**config.mk**
```make
export PLATFORM = sky130hd
export DESIGN_NAME = fetch_unit
export DESIGN_NICKNAME = d
export VERILOG_FILES = /design/src/rtl/fetch_pkg.sv /design/src/rtl/fetch_fifo.sv /design/src/rtl/fetch_unit.sv
export SDC_FILE = /design/constraint.sdc
export NUM_CORES = 1
export LEC_CHECK = 0
export ABC_AREA = 1
export BUFFER_PORTS_ARGS = -buffer_cell sky130_fd_sc_hd__buf_4
export CORE_MARGIN = 5
export CORE_UTILIZATION = 38
export CTS_CLUSTER_SIZE = 16
export DETAILED_ROUTE_END_ITERATION = 16
export PLACE_DENSITY = 0.64
export SYNTH_ARGS = -nofsm -noshare
export SYNTH_HDL_FRONTEND = slang
export SYNTH_SLANG_ARGS = --single-unit
```
**constraint.sdc**
```tcl
create_clock -name clk -period 7.05 [get_ports clk]
set_input_delay 0.3525 -clock clk [delete_from_list [all_inputs] [get_ports clk]]
set_output_delay 0.3525 -clock clk [all_outputs]
set_load 0.05 [all_outputs]
```
**src/rtl/fetch_pkg.sv**
```systemverilog
// Shared types and defaults for the instruction fetch unit.
package fetch_pkg;

  localparam int XLEN_DEF  = 32;
  localparam int DEPTH_DEF = 2;

  // IDLE: free to issue; WAIT: one request outstanding;
  // DROP: the outstanding response was made stale by a flush and must be discarded.
  typedef enum logic [1:0] {
    ST_IDLE = 2'd0,
    ST_WAIT = 2'd1,
    ST_DROP = 2'd2
  } fetch_state_e;

  // Buffer entry at default width. The FIFO stores entries packed in this
  // same {pc, instr} order, so a default-width entry can be viewed as this struct.
  typedef struct packed {
    logic [XLEN_DEF-1:0] pc;
    logic [XLEN_DEF-1:0] instr;
  } fetch_entry_t;

endpackage

```
**src/rtl/fetch_fifo.sv**
```systemverilog
// Small circular fetch buffer with synchronous flush and occupancy count.
// Flush wins over push and pop in the same cycle.
module fetch_fifo #(
  parameter int W     = 64,
  parameter int DEPTH = 2
) (
  input  logic                       clk,
  input  logic                       rst_n,
  input  logic                       push,
  input  logic                       pop,
  input  logic                       flush,
  input  logic [W-1:0]               wdata,
  output logic [W-1:0]               rdata,
  output logic                       full,
  output logic                       empty,
  output logic [$clog2(DEPTH):0]     count
);

  localparam int AW = $clog2(DEPTH);
  localparam int CW = AW + 1;

  logic [AW-1:0] wr_ptr_q, wr_ptr_d;
  logic [AW-1:0] rd_ptr_q, rd_ptr_d;
  logic [CW-1:0] count_q, count_d;
  logic [W-1:0]  mem_q [DEPTH];
  logic          do_push, do_pop;

  assign full  = (count_q == CW'(DEPTH));
  assign empty = (count_q == '0);
  assign count = count_q;
  assign rdata = mem_q[rd_ptr_q];

  // Next pointers and count; pointers wrap naturally since DEPTH is a power of two.
  always_comb begin
    do_push  = push & ~full & ~flush;
    do_pop   = pop & ~empty & ~flush;
    wr_ptr_d = wr_ptr_q;
    rd_ptr_d = rd_ptr_q;
    count_d  = count_q;
    if (flush) begin
      wr_ptr_d = '0;
      rd_ptr_d = '0;
      count_d  = '0;
    end else begin
      if (do_push) wr_ptr_d = wr_ptr_q + AW'(1);
      if (do_pop)  rd_ptr_d = rd_ptr_q + AW'(1);
      count_d = count_q + CW'(do_push) - CW'(do_pop);
    end
  end

  // Pointer and count registers.
  always_ff @(posedge clk or negedge rst_n) begin
    if (!rst_n) begin
      wr_ptr_q <= '0;
      rd_ptr_q <= '0;
      count_q  <= '0;
    end else begin
      wr_ptr_q <= wr_ptr_d;
      rd_ptr_q <= rd_ptr_d;
      count_q  <= count_d;
    end
  end

  // Entry storage; contents are only meaningful while counted, so no reset.
  always_ff @(posedge clk) begin
    if (do_push) mem_q[wr_ptr_q] <= wdata;
  end

endmodule

```
**src/rtl/fetch_unit.sv**
```systemverilog
// Instruction fetch unit: issues one memory request at a time at pc_in,
// buffers {pc, instr} responses for decode, and drops stale responses after a flush.
//
// Handshakes: imem_req/imem_gnt transfer a request in any cycle both are high;
// imem_rvalid marks the single response to the outstanding request;
// id_valid/id_ready transfer the head entry in any cycle both are high, and
// id_pc/id_instr hold steady while id_valid is high and id_ready is low.
module fetch_unit
  import fetch_pkg::*;
#(
  parameter int XLEN  = XLEN_DEF,
  parameter int DEPTH = DEPTH_DEF
) (
  input  logic            clk,
  input  logic            rst_n,
  input  logic [XLEN-1:0] pc_in,
  output logic            pc_en,
  input  logic            flush,
  output logic            imem_req,
  output logic [XLEN-1:0] imem_addr,
  input  logic            imem_gnt,
  input  logic            imem_rvalid,
  input  logic [XLEN-1:0] imem_rdata,
  output logic            id_valid,
  output logic [XLEN-1:0] id_pc,
  output logic [XLEN-1:0] id_instr,
  input  logic            id_ready,
  output fetch_state_e    dbg_state
);

  localparam int CW = $clog2(DEPTH) + 1;

  fetch_state_e    state_q, state_d;
  logic [XLEN-1:0] req_pc_q, req_pc_d;
  logic            push, pop;
  logic            fifo_full, fifo_empty;
  logic [CW-1:0]   fifo_count;
  logic [2*XLEN-1:0] fifo_rdata;

  // Requests only from IDLE with room in the buffer; rst_n gating keeps
  // the outputs quiet while reset is held.
  assign imem_req  = rst_n & (state_q == ST_IDLE) & (fifo_count < CW'(DEPTH)) & ~flush;
  assign imem_addr = pc_in;
  assign pc_en     = rst_n & (flush | (imem_req & imem_gnt));
  assign id_valid  = ~fifo_empty;
  assign id_pc     = fifo_rdata[2*XLEN-1:XLEN];
  assign id_instr  = fifo_rdata[XLEN-1:0];
  assign pop       = id_valid & id_ready;
  assign dbg_state = state_q;

  // Next-state logic: track the single outstanding request and decide push/drop.
  always_comb begin
    state_d  = state_q;
    req_pc_d = req_pc_q;
    push     = 1'b0;
    case (state_q)
      ST_IDLE: begin
        if (imem_req & imem_gnt) begin
          state_d  = ST_WAIT;
          req_pc_d = imem_addr;
        end
      end
      ST_WAIT: begin
        if (flush) begin
          state_d = imem_rvalid ? ST_IDLE : ST_DROP;
        end else if (imem_rvalid) begin
          push    = ~fifo_full;
          state_d = ST_IDLE;
        end
      end
      ST_DROP: begin
        if (imem_rvalid) state_d = ST_IDLE;
      end
      default: state_d = ST_IDLE;
    endcase
  end

  // FSM state and captured request PC.
  always_ff @(posedge clk or negedge rst_n) begin
    if (!rst_n) begin
      state_q  <= ST_IDLE;
      req_pc_q <= '0;
    end else begin
      state_q  <= state_d;
      req_pc_q <= req_pc_d;
    end
  end

  fetch_fifo #(
    .W     (2*XLEN),
    .DEPTH (DEPTH)
  ) u_fifo (
    .clk   (clk),
    .rst_n (rst_n),
    .push  (push),
    .pop   (pop),
    .flush (flush),
    .wdata ({req_pc_q, imem_rdata}),
    .rdata (fifo_rdata),
    .full  (fifo_full),
    .empty (fifo_empty),
    .count (fifo_count)
  );

endmodule

```
==> PnR_summary.wiki <==
{| class="wikitable"
! Metric !! Value
|-
| Period minus WS final || 2.98 ns
|-
| Flops & latches, synth || 166
|-
| Total track usage || 13.6%
|-
| Cell leakage power || 3.72 nW
|-
| CTS tree || done
|-
| Library cells used by synthesis || 22
|-
| Sequential fraction of the synthesis area || approximately 73%
|-
| Area share of the largest cell type after synthesis || between 50% and 60%
|-
| Type of the tightest min-delay check || in2reg
|-
| Tightest Pin Transition || about 1.2 ns
|-
| Setup repair after global routing missed its margin || false
|-
| Most area-hungry cell type in the Yosys netlist || sky130_fd_sc_hd__edfxtp_1
|-
| Count of flip-flops with a built-in enable after synthesis || 128
|-
| Wire length of the first global-routing pass || 21100 microns
|-
| Post-synthesis net count || 627
|-
| Post-DP HPWL || 8770 microns
|-
| Vert. Die Dim || 142 microns
|-
| FF-to-FF Start || dbg_state[1]
|-
| Crit Path Max Fanout || 39
|-
| DRC Markers || 0
|-
| Number of cells traversed by the worst hold path || 2
|-
| Critical path startpoint || rst_n
|-
| Final Skew || 0.00491 ns
|-
| Signed area change from the synthesized netlist to the final layout || 27.1%
|-
| IR Drop Worst-Case VDD || 0.000150 V
|-
| Effective utilization at floorplan || 38.4%
|-
| Cell total after placement || 897
|-
| H-tree depth reported by CTS || 4
|-
| Data arrival time of the critical path || 2.63 ns
|-
| Critical Path Source Type || input port
|-
| Num rows || 48
|-
| Data required time at the worst endpoint || 6.70 ns
|-
| Top FF cell, synth || sky130_fd_sc_hd__edfxtp_1
|-
| Post-synthesis average cell area || around 12 sq um
|-
| Total Neg Setup Slack || 0 ns
|-
| Number of cells on the worst reg-to-reg path || 8
|-
| Routability Congestion || 0.734
|-
| Clock root buffer master || sky130_fd_sc_hd__clkbuf_16
|-
| Vias in the first global route || 4165
|-
| Post-synthesis async set-or-reset flop share || 22.9%
|-
| Via count || roughly 4200
|-
| Yosys warning total || 0
|-
| CTS max path bufs || 2
|-
| Kind of end point of the critical path || output pin
|-
| Final Max Tran Viols || 0
|-
| Largest net degree at the start of global routing || 66
|-
| Filler cell count || around 1500
|-
| Final #Nets || 764
|-
| Congestion Overflow GR || 0
|-
| Final worst path period share || 42.3%
|-
| Setup Viol. Count Final || 0
|-
| Max Freq || 336 MHz
|-
| Outcome || complete, no violations
|-
| Worst-case register-to-register setup slack || 4.92 ns
|-
| TritonCTS Buffers || 17
|-
| Wirelength, routed || 13600 microns
|-
| Register clock-pin slew on the reported worst setup and hold paths || 0.06 ns
|-
| Destination of the worst hold path || dbg_state[1]
|-
| Multi-input gate area in the final layout || between 1000 and 1500 sq um
|-
| Antenna diode count || 0
|-
| Worst hold path startpoint || imem_rvalid
|-
| Vias per inst || 4.57
|-
| Power density of the placed cells || 283 nW/um^2
|-
| ANT nets after route || 0
|-
| Routed wire per std cell || 14.6 microns
|-
| # port buffers || 170
|-
| Number of endpoints with negative hold slack in the final report || 0
|-
| Share of cells above drive strength 1 || slightly above 30%
|-
| Number of standard cells in the layout, taps in and fillers out || 930
|-
| Number of search-and-repair iterations in the first detailed-routing pass || 4
|-
| Rel. slew slack || 21.5%
|-
| Cell area after synthesis || 6570 sq um
|-
| Max-Cap Viols || 0
|-
| Register Area || 4800 sq um
|-
| Largest cells by area after synthesis || sky130_fd_sc_hd__edfxtp_1 58%, sky130_fd_sc_hd__nand2_1 15%, sky130_fd_sc_hd__dfrtp_1 14%
|-
| Initial antenna violation count || 0
|-
| Die X || 142 microns
|-
| Floorplan core area || 17100 sq um
|-
| Count of boundary I/O pins || 171
|-
| DIE AREA || 20000 sq um
|-
| Synthesized netlist cell count || roughly 560
|-
| Clock Latency Late Sink || 0.41 ns
|-
| DRC violation total after the first TritonRoute iteration || 162
|-
| Number of clock sinks || 166
|-
| Reg-to-reg endpoint || u_fifo.mem_q[0][21]
|-
| CP Class || in2out
|}
==> cells in the mapped netlist (2+ instances only) <==
cell type,count
sky130_fd_sc_hd__a21oi_1,3
sky130_fd_sc_hd__buf_2,15
sky130_fd_sc_hd__buf_4,33
sky130_fd_sc_hd__buf_6,6
sky130_fd_sc_hd__clkbuf_1,2
sky130_fd_sc_hd__dfrtp_1,38
sky130_fd_sc_hd__edfxtp_1,128
sky130_fd_sc_hd__ha_1,2
sky130_fd_sc_hd__inv_1,11
sky130_fd_sc_hd__inv_2,2
sky130_fd_sc_hd__nand2_1,267
sky130_fd_sc_hd__nand3_1,32
sky130_fd_sc_hd__nor2_1,7
==> through the flow <==
step | setup slack, ns | total power [W] | cell area, sq um | utilization (%) | hold WS, ns
after CTS | 4.04 | 0.00239 | 8350 | 48.8 | 0.0821
after detailed placement | 4.59 | 0.00150 | 7760 | 45.4 | 0.362
final | 4.07 | 0.00236 | 8350 | 48.8 | 0.107
after global routing | 3.75 | 0.00246 | 8350 | 48.8 | 0.0908
after global placement | 4.65 | 0.00149 | 7760 | 45.4 | 0.342
after floorplan | 2.89 | 0.00139 | 6570 | - | 0.0569
==> cells in the final DEF (no fill, tap or decap), drive strengths merged <==
cell type	synthesis	final
bufinv	0	2
inv	13	17
xor2	1	1
nand3	33	33
edfxtp	128	128
nand4	1	1
nand2	268	268
buf	54	173
o21ai	1	1
clkinvlp	0	4
nor2	10	10
a21oi	3	3
a211oi	1	1
dlygate4sd3	0	1
dfrtp	38	38
clkinv	0	5
ha	2	2
clkbuf	2	17
==> sequential cells by signal (all words and copies together), names as in the netlist <==
signal / flops
u_fifo.rd_ptr_q: 1
u_fifo.mem_q: 128
req_pc_q: 32
dbg_state: 2
u_fifo.wr_ptr_q: 1
u_fifo.count: 2
==> where the power goes <==
| part | leakage (nW) | switching (W) | internal (W) | total [W] |
|---|---|---|---|---|
| Sequential | 1.64 | 0.0000377 | 0.00113 | 0.00117 |
| Combinational | 1.80 | 0.000206 | 0.0000962 | 0.000303 |
| Clock | 0.274 | 0.000366 | 0.000523 | 0.000889 |
==> per-layer routing <==
layer | global-route usage, % | up-vias | wire (microns)
met5 | 0 | - | 0
met1 | 16.7 | 2022 | 5630
met2 | 23.4 | 141 | 6900
li1 | - | 2073 | -
met4 | 4.60 | 0 | 143
met3 | 3.77 | 12 | 910
==> worst max-delay path, cell delays in order <==
cell,delay (ns)
sky130_fd_sc_hd__dlygate4sd3_1,0.52
sky130_fd_sc_hd__buf_4,0.44
sky130_fd_sc_hd__inv_1,0.13
sky130_fd_sc_hd__nor2_2,0.19
sky130_fd_sc_hd__nand4_4,0.45
sky130_fd_sc_hd__a21oi_1,0.29
sky130_fd_sc_hd__buf_4,0.22
==> cell type report <==
| type | instances | share of cell area, % |
|---|---|---|
| clock inverter | 15 | 1.83 |
| timing repair buffer | 174 | 15.7 |
| multi-input combinational | 320 | 16.0 |
| sequential | 166 | 57.4 |
| clock buffer | 17 | 5.09 |
| tap | 225 | 3.37 |
| inverter | 13 | 0.584 |
==> worst max-delay path by stage <==
stage	depth (start not counted)	slack, ns	endpoint
after floorplan	4	2.89	u_fifo.mem_q[1][0]
after global placement	6	4.65	pc_en
after detailed placement	6	4.59	pc_en
after CTS	7	4.04	pc_en
after global routing	7	3.75	pc_en
final	7	4.07	pc_en
==> repair_timing <==
| item | 4_1_cts | 5_1_grt |
|---|---|---|
| setup buffers | 0 | 0 |
| hold buffers | 1 | 0 |
| gates resized for setup | 0 | 0 |
| hold endpoints to repair | 38 | 0 |
==> kinds of logic (layout without fill, tap and decap cells) <==
family | Yosys count | count (layout) | share of synthesized area, %
flip-flops | 166 | 166 | 73.0
AO/OA/AOI/OAI | 5 | 5 | 0.419
AND/OR/NAND/NOR | 312 | 312 | 19.3
adder cells (fa/ha/maj) | 2 | 2 | 0.381
buffers and inverters | 69 | 219 | 6.80
XOR/XNOR | 1 | 1 | 0.133
Power figures use the tool's default switching activity.
